==> config.mk <==
export PLATFORM = sky130hd
export DESIGN_NAME = alarm_controller
export DESIGN_NICKNAME = d
export VERILOG_FILES = /design/src/rtl/alarm_controller.sv
export SDC_FILE = /design/constraint.sdc
export NUM_CORES = 1
export LEC_CHECK = 0
export ABC_AREA = 1
export ABC_CLOCK_PERIOD_IN_PS = 3600
export CORE_UTILIZATION = 40
export CTS_BUF_LIST = sky130_fd_sc_hd__clkbuf_16
export CTS_CLUSTER_SIZE = 28
export DETAILED_ROUTE_END_ITERATION = 8
export PLACE_DENSITY = 0.68
export SLEW_MARGIN = 25
export SYNTH_ARGS = -nofsm -noshare
export SYNTH_HDL_FRONTEND = slang
export SYNTH_SLANG_ARGS = --single-unit
==> constraint.sdc <==
create_clock -name clk -period 3.6 [get_ports clk]
set_input_delay 0.72 -clock clk [delete_from_list [all_inputs] [get_ports clk]]
set_output_delay 0.72 -clock clk [all_outputs]
set_load 0.1 [all_outputs]
==> src/rtl/alarm_controller.sv <==
// Alarm sequencing: button debounce, set-strobe routing, time/alarm match and ring/snooze FSM.
// Strobes and buzzer/snooze_active are registered; buttons are active-low raw inputs.

module alarm_debounce #(
  parameter int CYCLES = 4
) (
  input  logic clk,
  input  logic reset,
  input  logic raw,
  output logic press
);
  localparam int CW = $clog2(CYCLES + 1);
  localparam logic [CW-1:0] LAST = CW'(CYCLES - 1);

  logic          level;
  logic [CW-1:0] cnt;

  // cnt counts consecutive samples that disagree with the accepted level
  always_ff @(posedge clk) begin
    if (!reset) begin
      level <= 1'b1;
      cnt   <= '0;
      press <= 1'b0;
    end else begin
      press <= 1'b0;
      if (raw == level) begin
        cnt <= '0;
      end else if (cnt == LAST) begin
        level <= raw;
        cnt   <= '0;
        press <= ~raw;
      end else begin
        cnt <= cnt + 1'b1;
      end
    end
  end
endmodule

module alarm_controller #(
  parameter int DEBOUNCE_CYCLES = 4,
  parameter int RING_SECONDS    = 60,
  parameter int SNOOZE_MIN      = 5
) (
  input  logic       clk,
  input  logic       reset,
  input  logic       switch,
  input  logic       sel_alarm,
  input  logic       push2,
  input  logic       push3,
  input  logic       snooze,
  input  logic       alarm_en,
  input  logic       sec_tick,
  input  logic [3:0] cur_h1,
  input  logic [3:0] cur_h0,
  input  logic [3:0] cur_m1,
  input  logic [3:0] cur_m0,
  input  logic [3:0] al_h1,
  input  logic [3:0] al_h0,
  input  logic [3:0] al_m1,
  input  logic [3:0] al_m0,
  output logic       inc_min_clk,
  output logic       inc_hr_clk,
  output logic       inc_min_al,
  output logic       inc_hr_al,
  output logic       buzzer,
  output logic       snooze_active,
  output logic [1:0] state
);
  localparam int RW = $clog2(RING_SECONDS);
  localparam int SW = $clog2(SNOOZE_MIN * 60 + 1);
  localparam logic [RW-1:0] RING_LAST   = RW'(RING_SECONDS - 1);
  localparam logic [SW-1:0] SNOOZE_LOAD = SW'(SNOOZE_MIN * 60);
  localparam logic [SW-1:0] SNOOZE_ONE  = SW'(1);

  typedef enum logic [1:0] {
    IDLE    = 2'b00,
    RINGING = 2'b01,
    SNOOZE  = 2'b10
  } state_t;

  state_t        state_q;
  state_t        state_d;
  logic          min_press;
  logic          hr_press;
  logic          snz_press;
  logic          match;
  logic          match_latch;
  logic          abort;
  logic          enter_ring;
  logic          enter_snooze;
  logic [RW-1:0] ring_cnt;
  logic [SW-1:0] snz_cnt;

  alarm_debounce #(.CYCLES(DEBOUNCE_CYCLES)) u_db_min (
    .clk(clk), .reset(reset), .raw(push2), .press(min_press)
  );
  alarm_debounce #(.CYCLES(DEBOUNCE_CYCLES)) u_db_hr (
    .clk(clk), .reset(reset), .raw(push3), .press(hr_press)
  );
  alarm_debounce #(.CYCLES(DEBOUNCE_CYCLES)) u_db_snz (
    .clk(clk), .reset(reset), .raw(snooze), .press(snz_press)
  );

  assign match = ({cur_h1, cur_h0, cur_m1, cur_m0} == {al_h1, al_h0, al_m1, al_m0});
  assign abort = ~alarm_en | switch;

  // Encoding 11 is unreachable but falls into the IDLE branch
  always_comb begin
    state_d = state_q;
    case (state_q)
      RINGING: begin
        if (abort)                                 state_d = IDLE;
        else if (snz_press)                        state_d = SNOOZE;
        else if (sec_tick && ring_cnt == RING_LAST) state_d = IDLE;
      end
      SNOOZE: begin
        if (abort)                                 state_d = IDLE;
        else if (sec_tick && snz_cnt == SNOOZE_ONE) state_d = RINGING;
      end
      default: begin
        if (alarm_en && !switch && match && !match_latch) state_d = RINGING;
        else                                               state_d = IDLE;
      end
    endcase
  end

  assign enter_ring   = (state_d == RINGING) && (state_q != RINGING);
  assign enter_snooze = (state_d == SNOOZE) && (state_q != SNOOZE);

  always_ff @(posedge clk) begin
    if (!reset) begin
      state_q       <= IDLE;
      match_latch   <= 1'b1;
      ring_cnt      <= '0;
      snz_cnt       <= '0;
      buzzer        <= 1'b0;
      snooze_active <= 1'b0;
      inc_min_clk   <= 1'b0;
      inc_hr_clk    <= 1'b0;
      inc_min_al    <= 1'b0;
      inc_hr_al     <= 1'b0;
    end else begin
      state_q <= state_d;

      // A match only rings once; it must go away before it can ring again
      if (!match)          match_latch <= 1'b0;
      else if (enter_ring) match_latch <= 1'b1;

      if (enter_ring)
        ring_cnt <= '0;
      else if (state_q == RINGING && sec_tick && ring_cnt != RING_LAST)
        ring_cnt <= ring_cnt + 1'b1;

      if (enter_snooze)
        snz_cnt <= SNOOZE_LOAD;
      else if (state_q == SNOOZE && sec_tick && snz_cnt != '0)
        snz_cnt <= snz_cnt - 1'b1;

      buzzer        <= (state_q == RINGING);
      snooze_active <= (state_q == SNOOZE);

      inc_min_clk <= min_press & switch & ~sel_alarm;
      inc_hr_clk  <= hr_press  & switch & ~sel_alarm;
      inc_min_al  <= min_press & switch &  sel_alarm;
      inc_hr_al   <= hr_press  & switch &  sel_alarm;
    end
  end

  assign state = state_q;
endmodule

# Yosys cells after proc, flatten, opt, wreduce, memory -nomap -nowiden
# Index checks and enable logic that the tools add are counted.
# classes
add_sub_neg	5
eq_ne	17
muxes	11
bitwise_logic	19
reduce_logical	26
# op_table
op	count
$mux 9	2
$reduce_or 3->1	6
$eq 16x16->1	1
$not 1->1	12
$logic_and 1x1->1	11
$mux 2	5
$add 3x1->3 const B	3
$eq 3x2->1 const B	3
$eq 9x1->1 const B	1
$reduce_bool 9->1	1
$sub 9x1->9 const B	1
$add 6x1->6 const B	1
$and 1x1->1	6
$eq 6x6->1 const B	1
$ne 6x6->1 const B	1
$reduce_and 2->1	3
$eq 2x1->1 const B	2
$eq 2x2->1 const B	2
$ne 2x1->1 const B	2
$pmux 2 s2	1
$reduce_or 2->1	2
$eq 1x1->1	3
$mux 1	3
$logic_not 1->1	2
other kinds (3)	3
# word_totals
register_bits	39
input_bits	41
output_inout_bits	8
wordCells	98

# Logic depth before layout (Yosys ltp)
# logic_depth
ltp_word	10
mapped_depth	13
mapped_depth_nobuf	13

# Cells and area by module
# A second synthesis with hierarchy kept.
# hier_totals
cells_unflattened	313
area_unflattened_um2	2187.1
# modules_own_cells
mod	n_inst	cells_each	area_each_um2	seq_area_each_um2
alarm_controller	1	244	1590.3	480.5
alarm_debounce	3	23	198.9	100.1

# Least setup slack after synthesis
# OpenSTA, ideal clock, no wires.
# synth_timing
path_type	reg2reg
startpoint	reg state_q[0] (netlist: state[0])
endpoint	reg snz_cnt[0]
setup_time_ns	0.062
t_arrival_ns	2.080
required_time_ns	3.538
slack_ns	1.457
path_stages_with_launch	10
path_buffers	0
synth_period_minus_slack_ns	2.143
cell_sequence	dfxtp_1 inv_1 ha_1 nor2_1 inv_1 nand2_1 nand2_2 nand3b_4 nand2_4 nor2_2
# synth_via
elab_chain_len	7
elab_cells_between_ends	14
classes_between	eq/ne (4); mux (6); reduce/logical (4)
# synth_lines
element	line_no	text
from (decl)	81	state_t state_q;
from (signal assigned)	143	state_q <= state_d;
$mux 2	114	else if (sec_tick && ring_cnt == RING_LAST) state_d = IDLE;
$mux 2	113	else if (snz_press) state_d = SNOOZE;
$mux 2	112	if (abort) state_d = IDLE;
$pmux 2 s2	110	case (state_q)
$eq 2x2->1	128	assign enter_snooze = (state_d == SNOOZE) && (state_q != SNOOZE);
$logic_and 1x1->1	128	
$reduce_or 2->1 (no source line)	--	
to (signal assigned)	157	snz_cnt <= snz_cnt - 1'b1;
to (decl)	92	logic [SW-1:0] snz_cnt;
# Parallel ways exist; a longest one is shown, timed or not.
# A chain may end at the register's enable or synchronous reset.

# Worst setup path after layout
# layout_timing
startpoint	reg state_q[1] (netlist: state[1])
endpoint	out state[1]
# layout_lines
element	line_no	text
to (decl)	67	output logic [1:0] state
# No word-level cell between the ends.

==> impl_metrics.toml <==
[power_and_ir_drop]
netSwitchingFraction_pct = 21.9
power_frac_seq_pct = 46.1
p_comb_share_pct = 9.9
power_mw = 0.951
intPower_mw = 0.743
power_frac_clock_pct = 44.1
p_leak_nw = 1.40
switchingPower_mw = 0.208
ir_worst_vdd_uv = 298
pwr_density_cell_nw_per_um2 = 336

[die]
die_h_um = 75.1
initial_core_util_pct = 41.8
boundaryPins = 49
die_area_um2 = 5630
die_width_um = 75.1
num_rows = 26
design.core.area_um2 = 5110

[critical_path]
crit_start = "state[1]$_SDFF_PN0_"
start_kind = "flip-flop"
critPathTopFamily = "buffers and inverters"
critical_path_required_ps = 2880
critPathSlowestCell = "clkdlybuf4s50_1"
r2r-start = "state[0]$_SDFF_PN0_"
cp.arrival_ps = 1840
max_stage_delay_ps = 1160
critical_path_class = "flip-flop to output pin"
crit_fanout = 5
path_buf_inv = 1
cp-end-kind = "output pin"
path_cells = "clkdlybuf4s50_1"

[clock_network]
cts_tree = "built"
insertion_delay_ps = 280
h-tree-depth = 2
cts_resized = 0
path_clk_slew_ps = 60
cts_buffers = 5
cts-hold-fix-buffers = 0
clk_path_buf_depth = 2
cts_setup_buffers = 0
clkSinkCount = 39
cts-root-buf = "clkbuf_16"

[outcome]
status = "finished, final reports clean"

[placement]
hpwl_mm = 3.06
dp_cells = 434
place_area_um2 = 2690
numPortBuffers = 48
gp_congestion = 0.763

[global_route]
grt_usage_pct = 15.9
overflow = 0
antenna_found_initial = 0
grt_max_degree = 14
grt_first_pass_wirelength_mm = 6.73
first_global_vias = 1693

[logic_synthesis]
yosys_warnings = 0
syn_inst = 318
mappedNetlistNets = 371
yosysSeqAreaShare_pct = 36.6
synth.avg_cell_area_um2 = 6.71
ys_types = 24
ys_seq_elements = 39
synthesis.area_um2 = 2130

[timing]
post-route-min-period_ps = 2560
tightest_slew_ps = 973
fmaxAchievable_mhz = 391
rsz0062_at_grt = "false"
final.period_utilization_pct = 71.1
setup_violations = 0
drv_slew = 0
tns_ps = 0
skew_ps = 5.10
hold_viol_final = 0
slew_headroom_pct = 35.0

[final_layout]
area_growth_syn_to_layout_pct = 32.8
n_antenna_cell = 0
drive_above_1_share_pct = 7.80
layout_commonest_cell = "nand2_1"
nFillCells = 520
fin_area_um2 = 2840
fin_nets = 424
fin_cells = 442
final_cell_mix = "nand2_1 (75), inv_1 (70), nor2_1 (56), clkdlybuf4s50_1 (48), dfxtp_1 (39)"

[routing]
viasPerCell = 4.23
drc = 0
first_pass_iters = 4
drt_iter0_drc = 46
wl_per_cell_um = 8.86
postRouteAntennaNets = 0
routed_wl_mm = 3.92
vias = 1870

[min_path]
min_from = "u_db_hr.cnt[0]$_SDFF_PP0_"
worstHoldPathType = "flip-flop to flip-flop"

[job]
drv_cap = 0
==> cell families (layout without fill, tap and decap cells) <==
logic type	after synthesis	after routing	synth area share, %
simple gates	173	173	35.9
buf+inv	72	126	12.7
flops	39	39	36.6
xor+xnor	13	13	5.33
fa+ha+maj	12	12	7.03
compound gates	8	8	1.88
mux	1	1	0.528
==> synthesized netlist by cell type (all sizes together) <==
library cell | instances | share of area [%]
nor2 | 65 | 12
dfxtp | 39 | 37
nand3 | 12 | 2.8
xnor2 | 5 | 2.1
inv | 70 | 12
or2 | 1 | 0.29
a21oi | 5 | 1.2
o21ai | 3 | 0.70
xor2 | 8 | 3.3
ha | 12 | 7.0
clkbuf | 1 | 0.18
buf | 1 | 0.23
nand4 | 5 | 2.1
nor3 | 7 | 1.9
nand3b | 1 | 0.94
mux2 | 1 | 0.53
nand2 | 81 | 15
nor4 | 1 | 0.29
==> final timing paths <==
check	to	slack, ps	depth (start not counted)
worst max-delay path	state[1]	1040	1
worst min-delay path	u_db_hr.cnt[0]$_SDFF_PP0_	420	1
worst min register to register	u_db_hr.cnt[0]$_SDFF_PP0_	420	1
worst max register to register	snz_cnt[0]$_SDFFE_PP0P_	2040	9
==> cell type report <==
class | instances | area, um2 | share of cell area, %
Timing Repair Buffer | 48 | 480 | 16.9
Sequential cell | 39 | 781 | 27.5
Clock inverter | 3 | 16.3 | 0.574
Multi-Input combinational cell | 207 | 1080 | 38.2
Inverter | 70 | 263 | 9.27
Clock buffer | 5 | 125 | 4.41
Tap cell | 70 | 87.6 | 3.09
==> metrics by stage <==
step | setup slack, ps | hold WS [ps] | util [%]
floorplan | 1460 | 399 | -
global placement | 1310 | 408 | 52.7
detailed placement | 1230 | 410 | 52.7
CTS | 1030 | 419 | 55.5
global route | 960 | 424 | 55.5
finish | 1040 | 417 | 55.5
==> power by group through the flow <==
stage	clock network (mW)	registers (mW)	logic [mW]
5_1_grt	0.451	0.438	0.107
6_report	0.419	0.438	0.0939
3_5_place_dp	0	0.448	0.0944
2_1_floorplan	0	0.448	0.0393
3_3_place_gp	0	0.448	0.0925
4_1_cts	0.429	0.438	0.0951
==> worst register-to-register path, stage by stage, from the launching register on <==
cell and delay, ps:
dfxtp_1 360, inv_1 90, ha_1 320, nor2_1 170
inv_1 60, nand2_1 100, nand2_2 90, nand3b_4 120
nand2_4 90, nor2_2 100
==> metal layers <==
metal,vias up,track usage (%),wire (um)
li1,1053,-,-
met4,0,6.29,65
met3,6,4.42,223
met5,-,0,0
met2,26,27.4,1810
met1,785,18.7,1820
==> registers in the layout, indices dropped and copies added (netlist names), 2 cells and up <==
name,cells
ring_cnt,6
snz_cnt,9
state,2
u_db_hr.cnt,3
u_db_min.cnt,3
u_db_snz.cnt,3
(Power assumes the default switching activity.)
